--- config.mk ---
export PLATFORM = sky130hd
export DESIGN_NAME = i2s_tdm_tx
export DESIGN_NICKNAME = d
export VERILOG_FILES = /design/src/rtl/i2s_tdm_tx_pkg.sv /design/src/rtl/i2s_tdm_tx_fifo.sv /design/src/rtl/i2s_tdm_tx.sv
export SDC_FILE = /design/constraint.sdc
export NUM_CORES = 1
export LEC_CHECK = 0
export BUFFER_PORTS_ARGS = -buffer_cell sky130_fd_sc_hd__buf_2
export CORE_MARGIN = 1
export CORE_UTILIZATION = 60
export DETAILED_ROUTE_END_ITERATION = 8
export PLACE_DENSITY_LB_ADDON = 0.08
export SYNTH_ARGS = -nofsm -noshare
export SYNTH_HDL_FRONTEND = slang
export SYNTH_SLANG_ARGS = --single-unit
--- constraint.sdc ---
create_clock -name clk -period 5.15 [get_ports clk]
set_clock_uncertainty 0.2 [all_clocks]
set_input_delay 0.7725 -clock clk [delete_from_list [all_inputs] [get_ports clk]]
set_output_delay 0.7725 -clock clk [all_outputs]
set_load 0.05 [all_outputs]
--- src/rtl/i2s_tdm_tx_pkg.sv ---
// i2s_tdm_tx_pkg
//   Shared definitions for the I2S/TDM audio serialiser:
//   - state encoding for the serialiser FSM (IDLE, RUN)
//   - frame_bits(): serial bits per frame (channels * slot width)
//   - lvl_w(): width needed to hold a FIFO level of 0..depth
//   - params_ok(): legality of a parameter set, checked at elaboration
//     time by the top level
package i2s_tdm_tx_pkg;

    typedef logic [0:0] state_t;
    localparam state_t IDLE = 1'b0;
    localparam state_t RUN  = 1'b1;

    function automatic int frame_bits(input int channels, input int slot_w);
        return channels * slot_w;
    endfunction

    function automatic int lvl_w(input int fifo_depth);
        return $clog2(fifo_depth + 1);
    endfunction

    function automatic bit params_ok(input int channels, input int sample_w,
                                     input int slot_w, input int clk_div,
                                     input int fifo_depth);
        return (channels >= 2) && (channels <= 8) && ((channels % 2) == 0)
            && (sample_w >= 8) && (sample_w <= 32) && (slot_w >= sample_w)
            && (clk_div >= 2) && ((clk_div % 2) == 0)
            && (fifo_depth >= 2) && ((fifo_depth & (fifo_depth - 1)) == 0);
    endfunction

endpackage

--- src/rtl/i2s_tdm_tx_fifo.sv ---
// sync_fifo
//   Generic single-clock FIFO with synchronous active-high reset and a
//   registered occupancy level. Reset flushes the contents.
//   Ports:
//     clk, reset   system clock, synchronous reset
//     wr_data      word to store, written when push && !full
//     push, pop    requests; ignored when full / empty respectively
//     rd_data      head of queue (valid when !empty)
//     level        words currently stored (0..DEPTH)
//     full, empty  decoded from the registered level
module sync_fifo
    import i2s_tdm_tx_pkg::*;
#(
    parameter int WIDTH = 8,
    parameter int DEPTH = 4,
    parameter int LVL_W = lvl_w(DEPTH)
) (
    input  logic             clk,
    input  logic             reset,
    input  logic [WIDTH-1:0] wr_data,
    input  logic             push,
    input  logic             pop,
    output logic [WIDTH-1:0] rd_data,
    output logic [LVL_W-1:0] level,
    output logic             full,
    output logic             empty
);

    localparam int PTR_W = (DEPTH > 1) ? $clog2(DEPTH) : 1;
    localparam logic [PTR_W-1:0] PTR_LAST = PTR_W'(DEPTH - 1);

    logic [WIDTH-1:0] mem [DEPTH];
    logic [PTR_W-1:0] wr_ptr;
    logic [PTR_W-1:0] rd_ptr;
    logic             do_push;
    logic             do_pop;

    assign full    = (level == LVL_W'(DEPTH));
    assign empty   = (level == '0);
    assign do_push = push && !full;
    assign do_pop  = pop && !empty;
    assign rd_data = mem[rd_ptr];

    // Storage is not reset; only pointers and level define what is valid.
    always_ff @(posedge clk) begin
        if (do_push) begin
            mem[wr_ptr] <= wr_data;
        end
    end

    always_ff @(posedge clk) begin
        if (reset) begin
            wr_ptr <= '0;
            rd_ptr <= '0;
            level  <= '0;
        end else begin
            if (do_push) begin
                wr_ptr <= (wr_ptr == PTR_LAST) ? '0 : wr_ptr + 1'b1;
            end
            if (do_pop) begin
                rd_ptr <= (rd_ptr == PTR_LAST) ? '0 : rd_ptr + 1'b1;
            end
            case ({do_push, do_pop})
                2'b10:   level <= level + 1'b1;
                2'b01:   level <= level - 1'b1;
                default: level <= level;
            endcase
        end
    end

endmodule

--- src/rtl/i2s_tdm_tx.sv ---
// i2s_tdm_tx
//   N-channel I2S/TDM serialiser with a frame FIFO, prefill start-up and
//   underrun reporting. Everything runs on clk; bck is divided down
//   internally and all output transitions of lrck/sdata happen on the
//   cycle the divider wraps (the bck falling edge).
//   Optional build macro I2S_TDM_TX_LJ_EN selects left-justified data
//   (slot MSB coincident with the slot boundary); undefined gives
//   standard I2S with its one-bit data delay. lrck timing is the same.
//   Ports:
//     clk, reset     system clock, synchronous active-high reset
//     sample_in      one frame, channel 0 in the LSB slice
//     sample_valid   frame offered; accepted when sample_ready is high
//     sample_ready   FIFO not full (from the registered level)
//     bck, lrck      bit clock and frame/word select
//     sdata          serial data, MSB first per slot
//     underrun       one-clk pulse when a frame start finds the FIFO empty
//     fifo_level     frames currently queued
module i2s_tdm_tx
    import i2s_tdm_tx_pkg::*;
#(
    parameter int CHANNELS   = 2,
    parameter int SAMPLE_W   = 16,
    parameter int SLOT_W     = 16,
    parameter int CLK_DIV    = 4,
    parameter int FIFO_DEPTH = 4
) (
    input  logic                             clk,
    input  logic                             reset,
    input  logic [CHANNELS*SAMPLE_W-1:0]     sample_in,
    input  logic                             sample_valid,
    output logic                             sample_ready,
    output logic                             bck,
    output logic                             lrck,
    output logic                             sdata,
    output logic                             underrun,
    output logic [lvl_w(FIFO_DEPTH)-1:0]     fifo_level
);

    localparam int FB    = frame_bits(CHANNELS, SLOT_W);
    localparam int IN_W  = CHANNELS * SAMPLE_W;
    localparam int LVL_W = lvl_w(FIFO_DEPTH);
    localparam int BIT_W = $clog2(FB);
    localparam int DIV_W = $clog2(CLK_DIV);

    localparam logic [DIV_W-1:0] DIV_LAST = DIV_W'(CLK_DIV - 1);
    localparam logic [DIV_W-1:0] DIV_HALF = DIV_W'(CLK_DIV / 2);
    localparam logic [BIT_W-1:0] BIT_LAST = BIT_W'(FB - 1);
    localparam logic [BIT_W-1:0] BIT_HALF = BIT_W'(FB / 2);
    localparam logic [LVL_W-1:0] PREFILL  = LVL_W'(FIFO_DEPTH / 2);

    generate
        if (!params_ok(CHANNELS, SAMPLE_W, SLOT_W, CLK_DIV, FIFO_DEPTH)) begin : g_bad_params
            $error("i2s_tdm_tx: illegal parameter combination");
        end
    endgenerate

    state_t           state;
    logic [DIV_W-1:0] div_cnt;
    logic [DIV_W-1:0] div_next;
    logic [BIT_W-1:0] bit_idx;
    logic [FB-1:0]    shreg;
    logic [FB-1:0]    frame_vec;
    logic [IN_W-1:0]  fifo_data;
    logic             fifo_full;
    logic             fifo_empty;
    logic             push;
    logic             fall_tick;
    logic             frame_start;
    logic             stream_bit;
`ifndef I2S_TDM_TX_LJ_EN
    logic             held_bit;
`endif

    assign sample_ready = !fifo_full;
    assign push         = sample_valid && sample_ready;
    assign div_next     = (div_cnt == DIV_LAST) ? '0 : div_cnt + 1'b1;
    assign fall_tick    = (state == RUN) && (div_cnt == DIV_LAST);
    assign frame_start  = fall_tick && (bit_idx == '0);

    sync_fifo #(
        .WIDTH (IN_W),
        .DEPTH (FIFO_DEPTH),
        .LVL_W (LVL_W)
    ) u_fifo (
        .clk     (clk),
        .reset   (reset),
        .wr_data (sample_in),
        .push    (push),
        .pop     (frame_start),
        .rd_data (fifo_data),
        .level   (fifo_level),
        .full    (fifo_full),
        .empty   (fifo_empty)
    );

    // Lay the FIFO head out in transmit order: slot 0 in the frame MSBs,
    // each sample left-aligned in its slot with zero pad below. An empty
    // FIFO yields an all-zero frame for the underrun case.
    always_comb begin
        frame_vec = '0;
        if (!fifo_empty) begin
            for (int c = 0; c < CHANNELS; c++) begin
                frame_vec[FB-1-c*SLOT_W -: SAMPLE_W] = fifo_data[c*SAMPLE_W +: SAMPLE_W];
            end
        end
    end

    // The undelayed serial stream; at a frame start the MSB comes straight
    // from the freshly formatted frame rather than the shift register.
    assign stream_bit = frame_start ? frame_vec[FB-1] : shreg[FB-1];

    // FSM, divider and serialiser. bck is registered from the next divider
    // count so it is high for the upper half of each bit period and falls
    // on the same edge that lrck/sdata change.
    always_ff @(posedge clk) begin
        if (reset) begin
            state    <= IDLE;
            div_cnt  <= '0;
            bit_idx  <= '0;
            shreg    <= '0;
            bck      <= 1'b0;
            lrck     <= 1'b0;
            sdata    <= 1'b0;
            underrun <= 1'b0;
`ifndef I2S_TDM_TX_LJ_EN
            held_bit <= 1'b0;
`endif
        end else begin
            underrun <= 1'b0;
            if (state == IDLE) begin
                if (fifo_level >= PREFILL) begin
                    state <= RUN;
                end
            end else begin
                div_cnt <= div_next;
                bck     <= (div_next >= DIV_HALF);
                if (fall_tick) begin
                    bit_idx <= (bit_idx == BIT_LAST) ? '0 : bit_idx + 1'b1;
                    lrck    <= (bit_idx >= BIT_HALF);
                    if (frame_start) begin
                        shreg    <= frame_vec << 1;
                        underrun <= fifo_empty;
                    end else begin
                        shreg <= shreg << 1;
                    end
`ifdef I2S_TDM_TX_LJ_EN
                    sdata <= stream_bit;
`else
                    held_bit <= stream_bit;
                    sdata    <= held_bit;
`endif
                end
            end
        end
    end

endmodule

# Yosys cells after proc, flatten, opt, wreduce, memory -nomap -nowiden
# Memories as Yosys holds them, arrays and structs flattened. A register that Yosys moved wholly into a read port is not among the register bits.
# Cells that the tools add are included.
# totals
reg_bits,52
ramBits,128
n_memories,1
mem_bits_ro,0
latchBits,0
# classes
addsub,6
n_bitwise,3
n_lt_le_gt_ge,3
n_reduce_logical,12
n_eq_ne,7
div_mod_pow,0
muxes,14
n_shift,0
n_mul,0
# memory_table
memory,depth,width,rd,rd_clocked_by_memory_dff,write_ports,line_no,rtl
u_fifo.mem,4,32,1,1,1,i2s_tdm_tx_fifo.sv:32,logic [WIDTH-1:0] mem [DEPTH];
# op_table
cell,n
32-bit two-way mux,2
2-bit two-way mux,5
"2-bit equality test, second input constant",4
"2-bit by 1-bit adder with 2-bit output, second input constant",3
3-bit case mux with 2 select lines,1
"5-bit by 1-bit adder with 5-bit output, second input constant",1
"5-bit equality test, second input constant",1
"5-bit >= comparator, second input constant",1
1-bit logical AND,5
5-bit zero test,1
1-bit two-way mux,5
5-bit two-way mux,1
4-bit OR reduction,1
"3-bit by 1-bit adder with 3-bit output, second input constant",1
"3-bit equality test, second input constant",1
"3-bit by 2-bit >= comparator with 1-bit output, second input constant",1
3-bit zero test,1
1-bit inverter,3
"3-bit by 1-bit subtractor with 3-bit output, second input constant",1
"2-bit by 1-bit equality test with 1-bit output, second input constant",1
"2-bit >= comparator, second input constant",1
1-bit zero test,2
2-bit AND reduction,1
2-bit nonzero test,1

# Longest topological paths before layout
# Gate-level depths: netlist of the first run.
# depth
word_depth,6
depth_mapped,11
depth_no_buf,10

# Modules after synthesis
# Synthesis of the first run repeated with hierarchy kept, for this count alone.
# hier_totals
hier_cells,438
hier_area_um2,7053.0
# modules_own_cells
module,instances,area_each_um2,cells_each
sync_fifo,1,5102.4,221
i2s_tdm_tx,1,1950.6,217

# Worst setup path after synthesis of the first run
# OpenSTA, ideal clock, no wires.
# synth_path
path_kind,register to register
from,register u_fifo.level[2]
to,register u_fifo.level[2]
arrival_time_ps,2645
synth_period_minus_slack_ps,2915
path_stages_with_launch,10
path_slack_ps,2235
t_required_ps,4880
setup_time_ps,70
path_buffers,0
cell_sequence,dfxtp_1 -> nor3b_1 -> inv_1 -> nand2_1 -> ha_1 -> inv_1 -> fa_1 -> xor2_1 -> or3_1 -> a21oi_1
# synth_via
elab_chain_len,6
# synth_lines
item,line_no,rtl
"start, declared",i2s_tdm_tx_fifo.sv:24,"output logic [LVL_W-1:0] level,"
"start signal, assigned",i2s_tdm_tx_fifo.sv:64,2'b10: level <= level + 1'b1;
"start signal, assigned",i2s_tdm_tx_fifo.sv:65,2'b01: level <= level - 1'b1;
"start signal, assigned",i2s_tdm_tx_fifo.sv:66,default: level <= level;
3-bit equality test *,i2s_tdm_tx_fifo.sv:38,assign full = (level == LVL_W'(DEPTH));
1-bit zero test *,i2s_tdm_tx.sv:74,assign sample_ready = !fifo_full;
net sample_ready,i2s_tdm_tx.sv:31,"output logic sample_ready,"
1-bit logical AND,i2s_tdm_tx.sv:75,assign push = sample_valid && sample_ready;
1-bit logical AND *,i2s_tdm_tx_fifo.sv:40,assign do_push = push && !full;
2-bit by 1-bit equality test with 1-bit output / 2-bit equality test (equally long branches),i2s_tdm_tx_fifo.sv:63,"case ({do_push, do_pop})"
3-bit case mux with 2 select lines / 2-bit nonzero test (equally long branches),--,
# The timed path passes the listed nets; every way through them passes the cells marked *.
# A chain may end at the register's enable or synchronous reset.

# Final worst setup path of the first run
# layout_path
from,register bit_idx[0]
to,register u_fifo.level[2]
# layout_via
elab_chain_len,5
# layout_lines
item,line_no,rtl
"start, declared",i2s_tdm_tx.sv:60,logic [BIT_W-1:0] bit_idx;
"start signal, assigned",i2s_tdm_tx.sv:138,bit_idx <= (bit_idx == BIT_LAST) ? '0 : bit_idx + 1'b1;
5-bit zero test *,i2s_tdm_tx.sv:78,assign frame_start = fall_tick && (bit_idx == '0);
1-bit logical AND *,i2s_tdm_tx.sv:78,
1-bit logical AND *,i2s_tdm_tx_fifo.sv:41,assign do_pop = pop && !empty;
2-bit by 1-bit equality test with 1-bit output / 2-bit equality test (equally long branches),i2s_tdm_tx_fifo.sv:63,
3-bit case mux with 2 select lines / 2-bit nonzero test (equally long branches),--,
# Mark *: on every way between the ends. The rest lies on a longest branch, timed or not.

==> impl_results.md, run 1 <==
* Initial DRC Count at 335
* Flop pwr share at 51.9%
* Share of post-route cells with drive strength above 1 at 22.70%
* Setup crit start kind: flip-flop
* Initial antenna violation count at 0
* Setup WS pre-CTS at 2.375 ns
* Gate power share at 4.5%
* Wire length per cell at 19.31 um
* Footprint of the multi-input gates at 1951 um2
* Cells after synthesis at 459
* Status: finished, final reports clean
* DR WL met2 at 6511 um
* Number of routed nets with antenna violations at 0
* EDFF count, synth at 128
* Top cells by area, synth: edfxtp_1, dfxtp_1, mux4_2, a211oi_1, a21oi_1
* Final Cell Area at 7968 um2
* Die Y at 110.1 um
* Worst Slack Setup Final at 2.360 ns
* Worst-path clk slew at 0.06 ns
* Main synth FF type: edfxtp_1
* Final hold vios at 0
* Final Slew Violations at 0
* Routability Congestion at 0.7487
* Setup TNS at 0 ns
* Cts repair resizes at 0
* Clock period minus worst slack at 2.790 ns
* Worst min-delay path category: flip-flop to flip-flop
* CP cell instances: inv_1 > ha_1 > or4b_1 > nor3_4 > ha_1 > inv_1 > fa_1 > xor2_1 > or3_1 > a21oi_1
* Clock Latency Late Sink at 0.41 ns
* Syn avg cell area at 15.28 um2
* Die Area at 12,130 um2
* CTS sink cnt at 180
* Peak VDD IR at 276.0 uV
* Largest net degree at the start of global routing at 52
* GRT Residual Overflow at 0
* DR DRC count at 0
* Root buffer cell: clkbuf_16
* Total GRT Usage at 23.04%
* Highest routed metal layer: met4
* Hpwl dp at 7145 um
* Most frequent cell after synthesis: edfxtp_1
* Cell area after placement at 7342 um2
* Slew headroom at 34.52%
* # diodes at 0
* Final period util at 54.18%
* Initial Util at 61.43%
* CTS Buf Count at 17
* Top Ports at 43
* Max Cap Violations at 0
* Vias at 3,970
* Mapped Nets at 505
* Net switching power at 598.6 uW
* WL met3 at 563 um
* Core footprint at 11,420 um2
* Pre-antenna DRT Iters at 5
* Final core occ at 69.78%
* Port bufs at 42
* Pwr Density at 389.8 nW/um2
* TritonCTS clock tree: done
* Placement Rows at 39
* Layout fillers at 775
* Post-synth top cells: edfxtp_1, dfxtp_1, a21oi_1, nor2_1, nand3_1
* Unrepaired setup endpoints after global routing: false
* Vias in the first global route at 3,934
* Synth warn at 0
* Crit-path slowest cell: or4b_1
* Crit path required time at 5.28 ns
* Nets@finish at 544
* Worst path max stage delay at 0.51 ns
* CP max FO at 6
* Hold Buf Count CTS at 0
* Storage cell area at 4886 um2
* Dominant cell type by area after synthesis: edfxtp_1
* H-Tree Depth at 4
* Endpoints failing setup at 0
* Met1 WL at 5461 um
* Mean number of vias per cell at 6.070
* Critical Path AT at 2.92 ns
* Final wirelength at 12,630 um
* Area Growth Syn to Fin at 13.59%
* Crit end category: flip-flop
* Sequential area share after synthesis at 69.64%
* Setup CP Type: flip-flop to flip-flop
* Netlist cell types at 35
* Sw frac at 19.27%
* Post-synth ARST share at 0%
* Mapped cell area at 7014 um2
* Die width at 110.1 um
* Clock power share at 43.5%
* Post-synth top area share at 54.80%
* Postcts setup bufs at 0
* Internal power at 2507 uW
* First-pass GRT wire length at 20,060 um
* F_max at 358.4 MHz
* Worst-Margin Slew at 0.9823 ns
* Max clock buf depth at 2
* Leak Pwr at 0.002729 uW
* #FFs+latches synth at 180
## metrics by stage
step | hold slack [ns] | power, uW | instances
2_1_floorplan | 0.2323 | 1727 | 459
3_3_place_gp | 0.2460 | 1778 | 622
3_5_place_dp | 0.2534 | 1784 | 622
4_1_cts | 0.2615 | 3131 | 654
5_1_grt | 0.2963 | 3208 | 654
6_report | 0.2644 | 3106 | 654
## sequential cells by signal (all words and copies together) (netlist names), named ones only
register and count:
lrck 1, div_cnt 1, bit_idx 5, u_fifo.wr_ptr 2, u_fifo.rd_ptr 2, held_bit 1, underrun 1, shreg 31
u_fifo.level 3, state 1, bck 1, u_fifo.mem 128, sdata 1
## layer usage
layer,vias to the layer above,GRT usage (%)
li1,1849,-
met1,1998,30.53
met2,114,37.90
met3,9,5.173
met4,0,7.989
met5,-,0
## cell families (layout without fill, tap and decap cells)
| logic type | after synthesis | after routing | share of synthesized area (%) |
|---|---|---|---|
| AO/OA/AOI/OAI | 82 | 82 | 7.082 |
| XOR/XNOR | 2 | 2 | 0.2498 |
| adder cells (fa/ha/maj) | 11 | 11 | 2.069 |
| buffers and inverters | 42 | 94 | 2.676 |
| flip-flops | 180 | 180 | 69.64 |
| multiplexers | 35 | 35 | 10.72 |
| AND/OR/NAND/NOR | 107 | 107 | 7.563 |
## layout by cell type (no fill, tap or decap), drive strengths merged, types with 2 or more instances in the layout
| cell type | netlist | layout |
|---|---|---|
| mux4 | 32 | 32 |
| edfxtp | 128 | 128 |
| a211oi | 31 | 31 |
| clkbuf | 15 | 22 |
| buf | 18 | 53 |
| bufinv | 0 | 5 |
| nor3 | 4 | 4 |
| or3 | 2 | 2 |
| o21ai | 5 | 5 |
| nand2 | 11 | 11 |
| xor2 | 2 | 2 |
| and3 | 5 | 5 |
| nand3 | 33 | 33 |
| mux2i | 2 | 2 |
| dfxtp | 52 | 52 |
| nor2 | 40 | 40 |
| inv | 9 | 9 |
| nand4 | 2 | 2 |
| or4 | 2 | 2 |
| or4b | 2 | 2 |
| clkinv | 0 | 4 |
| a21oi | 44 | 44 |
| ha | 10 | 10 |
## power groups by stage
stage,registers (uW),logic [uW],clock network (uW)
after global routing,1620,153,1440
final,1610,141,1350
after floorplan,1650,82.0,0
after CTS,1610,143,1380
after detailed placement,1640,141,0
after global placement,1640,138,0
## final timing paths
check / cells past startpoint / slack, ns / to / from
min reg2reg: 2 / 0.26 / lrck / lrck
max: 10 / 2.36 / u_fifo.level[2] / bit_idx[0]
max reg2reg: 10 / 2.36 / u_fifo.level[2] / bit_idx[0]
min: 2 / 0.26 / lrck / lrck
## critical path: cells and delay by family, from the launching register on
| kind | cells | cell delay (ns) |
|---|---|---|
| xor gates and xnor gates | 1 | 0.16 |
| adders and majority gates | 3 | 0.73 |
| DFF | 1 | 0.36 |
| and+or+nand+nor | 3 | 0.98 |
| buffers and inverters | 2 | 0.13 |
| AOI/OAI and AO/OA | 1 | 0.15 |
## area by class of cell
type | instances | share of cell area, %
Sequential cell | 180 | 61.32
Timing Repair Buffer | 53 | 3.675
Clock buffer | 22 | 5.575
Inverter | 9 | 0.4240
Multi-Input combinational cell | 237 | 24.48
Clock inverter | 10 | 2.277
Tap cell | 143 | 2.246
Power figures use the tool's default switching activity.
==> run 2: changes to the inputs <==
==> constraint.sdc (replaced) <==
create_clock -name clk -period 2.6 [get_ports clk]
set_clock_uncertainty 0.2 [all_clocks]
set_input_delay 0.39 -clock clk [delete_from_list [all_inputs] [get_ports clk]]
set_output_delay 0.39 -clock clk [all_outputs]
set_load 0.05 [all_outputs]
==> run 2 against run 1 <==
Effect of this change: sequential cell count did not move; critical path depth stayed put; combinational power increased by 140%; routed wire length is 7.7% higher; sequential power increased by 98%; clock-buffer cell count fell by 4; via count is 4.1% higher; non-clock buffer count up 46; highest routed layer unchanged.
==> impl_results.md, run 2 (same netlist as run 1, synthesis figures left out) <==
* Final wirelength at 13,600 um
* Initial DRC Count at 343
* Placement Rows at 39
* Crit path required time at 2.75 ns
* Worst min-delay path category: input pin to flip-flop
* Crit end category: flip-flop
* GRT Residual Overflow at 0
* Total power at 6363 uW
* Max Cap Violations at 0
* Port bufs at 42
* Core footprint at 11,420 um2
* Final Slew Violations at 0
* Peak VDD IR at 685.3 uV
* Pre-antenna DRT Iters at 5
* # diodes at 0
* Total GRT Usage at 24.66%
* Initial Util at 61.43%
* Area Growth Syn to Fin at 21.51%
* DR DRC count at 0
* Setup crit start kind: flip-flop
* Top flop regs: u_fifo.mem x128, shreg x31, bit_idx x5
* Unrepaired setup endpoints after global routing: true
* Max reg flops at 128
* Max clock buf depth at 2
* Vias at 4,131
* Leak Pwr at 0.002968 uW
* Final period util at 97.59%
* Critical Path AT at 2.68 ns
* Top Ports at 43
* Routability Congestion at 0.7600
* TritonCTS clock tree: done
* First-pass GRT wire length at 21,270 um
* Clock Latency Late Sink at 0.42 ns
* Slew headroom at 61.37%
* CTS sink cnt at 180
* Initial antenna violation count at 0
* Endpoints failing setup at 0
* Biggest register: u_fifo.mem
* CTS Buf Count at 17
* Hold Path Stages at 3
* Mean number of vias per cell at 5.901
* Clock period minus worst slack at 2.537 ns
* Vias in the first global route at 4,215
* Hpwl dp at 7027 um
* Final hold vios at 0
* F_max at 394.1 MHz
* Die Area at 12,130 um2
* Wire length per cell at 19.43 um
* Largest net degree at the start of global routing at 44
* Share of post-route cells with drive strength above 1 at 26.57%
* Worst-Margin Slew at 0.5786 ns
* Most frequent cells in the layout: edfxtp_1, dfxtp_1, a21oi_1
* Setup CP Type: flip-flop to flip-flop
* Worst-path clk slew at 0.06 ns
* Worst reg2reg path depth at 10
* Root buffer cell: clkbuf_16
* CP max FO at 2
* Final core occ at 74.64%
* Die width at 110.1 um
* Number of routed nets with antenna violations at 0
* Die Y at 110.1 um
* Pwr Density at 746.5 nW/um2
* Nets@finish at 590
* Most common cell after layout, fill and taps aside: edfxtp_1
* Status: finished, final reports clean
* H-Tree Depth at 4
run 2: repair_timing:
item / 4_1_cts / 5_1_grt
endpoints found under the setup margin: 1 / 2
setup buffers: 3 / 0
gates resized for setup: 6 / 4
pin swaps: 3 / 1
endpoints found under the hold margin: 128 / 0
hold buffers: 32 / 0
run 2: layout make-up:
class / instances / area, um2
timing repair buffer: 99 / 780.7
multi-input combinational: 237 / 1977
sequential: 180 / 4890
clock inverter: 14 / 234.0
fill: 715 / 2895
clock buffer: 18 / 429.2
tap: 143 / 178.9
inverter: 9 / 33.78
run 2: where the power goes:
group | internal (uW) | switching, uW | total [uW]
Clock | 1800 | 1040 | 2840
Sequential | 3160 | 27.5 | 3190
Combinational | 141 | 191 | 332
Total | 5100 | 1260 | 6360
run 2: path summary, 6_finish.rpt:
kind	slack, ns	to	startpoint
min reg2reg	0.25	sdata	held_bit
max reg2reg	0.06	u_fifo.level[2]	bit_idx[0]
min	0.09	u_fifo.wr_ptr[1]	sample_valid
max	0.06	u_fifo.level[2]	bit_idx[0]
run 2: per-layer routing:
metal / GRT usage, % / up-vias / wire (um) / part of all wire, %
li1: - / 1944 / - / -
met1: 30.61 / 2040 / 5784 / 43
met2: 40.49 / 125 / 6903 / 51
met3: 6.290 / 22 / 637 / 4.7
met4: 12.22 / 0 / 274 / 2.0
met5: 0 / - / 0 / 0
run 2: stage by stage:
step	area (um2)	TNS [ns]	worst slack (ns)	std cells	hold slack, ns
6_report	8523	0	0.06258	700	0.09389
4_1_cts	8512	-0.06682	-0.06682	700	0.07322
3_3_place_gp	7493	-0.01822	-0.01822	633	0.2416
2_1_floorplan	7020	-0.1646	-0.1646	459	0.2323
3_5_place_dp	7493	-0.1061	-0.1061	633	0.2444
5_1_grt	8523	-0.05546	-0.05546	700	0.09268
run 2: critical path, cell delays in order, from the launching register on:
cell	delay, ns
dfxtp_2	0.32
inv_2	0.06
ha_4	0.13
or4b_4	0.47
nor3_4	0.14
ha_2	0.21
inv_2	0.04
fa_2	0.32
xor2_1	0.15
or3_1	0.31
a21oi_1	0.12
==> run 3: changes to the inputs <==
--- a/config.mk
+++ b/config.mk
@@ -5,10 +5,11 @@
 export SDC_FILE = /design/constraint.sdc
 export NUM_CORES = 1
 export LEC_CHECK = 0
-export BUFFER_PORTS_ARGS = -buffer_cell sky130_fd_sc_hd__buf_2
 export CORE_MARGIN = 1
 export CORE_UTILIZATION = 60
+export CTS_BUF_LIST = sky130_fd_sc_hd__clkbuf_8
 export DETAILED_ROUTE_END_ITERATION = 8
+export DONT_BUFFER_PORTS = 1
 export PLACE_DENSITY_LB_ADDON = 0.08
 export SYNTH_ARGS = -nofsm -noshare
 export SYNTH_HDL_FRONTEND = slang
==> run 3 against run 2 <==
Effect of this change: the run now ends with setup timing left; critical endpoint unchanged; die area is the same; combinational power fell by 6.9%; largest cell class unchanged; sequential power hardly changed; critical path depth is the same.
==> impl_results.md, run 3 (same netlist as run 1, synthesis figures left out) <==
* F_max at 371.3 MHz
* Port bufs at 0
* Number of routed nets with antenna violations at 0
* Crit path required time at 2.77 ns
* Final wirelength at 13,520 um
* Biggest register: u_fifo.mem
* Wire length per cell at 19.68 um
* Max reg flops at 128
* Die Y at 110.1 um
* Top Ports at 43
* CTS sink cnt at 180
* Leak Pwr at 0.002863 uW
* Count of non-filler cells in the finished layout at 687
* Worst Slack Setup Final at -0.09302 ns
* Setup TNS at -0.09302 ns
* First-pass GRT wire length at 21,150 um
* TritonCTS clock tree: done
* Pre-antenna DRT Iters at 5
* Max clock buf depth at 2
* Die Area at 12,130 um2
* Nets@finish at 577
* Footprint of the multi-input gates at 1979 um2
* Critical Path AT at 2.86 ns
* Routability Congestion at 0.7681
* Hpwl dp at 7134 um
* Clock Latency Late Sink at 0.44 ns
* Setup crit start kind: flip-flop
* Mean number of vias per cell at 5.891
* Violated checks: setup timing
* Initial DRC Count at 341
* Endpoints failing setup at 1
* Hold Path Stages at 2
* Vias in the first global route at 4,081
* Unrepaired setup endpoints after global routing: true
* Top flop regs: u_fifo.mem x128, shreg x31, bit_idx x5
* Worst-Margin Slew at 0.9534 ns
* Crit end category: flip-flop
* Slew headroom at 36.44%
* Die width at 110.1 um
* Pwr Density at 659.5 nW/um2
* Status: finished with violations
* Initial antenna violation count at 0
* Initial Util at 61.43%
* Storage cell area at 4890 um2
* Core footprint at 11,420 um2
* CTS Buf Count at 17
* Vias at 4,047
* Share of post-route cells with drive strength above 1 at 20.04%
* Setup CP Type: flip-flop to flip-flop
* Peak VDD IR at 610.2 uV
* Cells after DPL at 593
* Worst min-delay path category: input pin to flip-flop
* Max Cap Violations at 0
* Total GRT Usage at 24.36%
* Area Growth Syn to Fin at 19.00%
* Final core occ at 73.10%
* # diodes at 0
* Final Slew Violations at 0
* Worst-path clk slew at 0.09 ns
* Layout fillers at 766
* Final hold vios at 0
* Most frequent cells in the layout: edfxtp_1, dlygate4sd3_1, dfxtp_1
* Placement Rows at 39
* Largest net degree at the start of global routing at 44
* Final period util at 103.6%
* CP max FO at 2
* Root buffer cell: clkbuf_8
* DR DRC count at 0
* Most common cell after layout, fill and taps aside: edfxtp_1
* Clock period minus worst slack at 2.693 ns
* GRT Residual Overflow at 0
* H-Tree Depth at 4
* Worst reg2reg path depth at 10
==> run 3: area by class of cell <==
class	instances	share of cell area, %
Tap cell	143	2.144
Inverter	9	0.4047
Sequential cell	180	58.58
Clock inverter	14	2.204
Clock buffer	18	2.968
Multi-Input combinational cell	237	23.71
Timing Repair Buffer	86	9.984
==> run 3: worst max-delay path, stage by stage (launching register included) <==
cell,delay (ns)
dfxtp_2,0.33
inv_2,0.04
ha_2,0.17
or4b_4,0.48
nor3_4,0.26
ha_4,0.17
inv_1,0.05
fa_2,0.33
xor2_1,0.16
or3_1,0.31
a21oi_1,0.12
==> run 3: stage by stage <==
step	power, uW	cell area, um2	setup slack (ns)	hold WS, ns
2_1_floorplan	3420	7020	-0.1646	0.2323
3_3_place_gp	3472	7261	-0.007777	0.2398
3_5_place_dp	3482	7261	-0.04989	0.2501
4_1_cts	5540	8287	-0.06016	0.02637
5_1_grt	5673	8347	-0.1610	0.05803
6_report	5505	8347	-0.09302	0.05596
==> run 3: worst paths after layout <==
kind | from | endpoint | slack, ns
max | bit_idx[1] | u_fifo.level[2] | -0.09
min | reset | u_fifo.rd_ptr[0] | 0.06
max reg2reg | bit_idx[1] | u_fifo.level[2] | -0.09
min reg2reg | shreg[12] | shreg[12] | 0.30
==> run 3: what timing repair did <==
| item | CTS | global route |
|---|---|---|
| buffers inserted | 0 | 4 |
| hold endpoints to repair | 180 | 1 |
| resized for setup | 1 | 10 |
| cloned | 0 | 0 |
| pin swaps | 0 | 5 |
| hold buffers | 58 | 1 |
| endpoints found under the setup margin | 1 | 4 |
==> run 3: metal layers <==
metal	vias up	wire length (um)	share of wire (%)	track usage, %
met4	0	221	1.6	9.962
met3	19	579	4.3	5.526
met5	-	0	0	0
met2	96	6830	51	40.22
li1	1914	-	-	-
met1	2018	5891	44	31.49
==> run 3: where the power goes <==
part / switching [uW] / total (uW) / internal [uW]
combinational: 182 / 309 / 128
clock: 943 / 2010 / 1070
sequential: 24.6 / 3190 / 3160
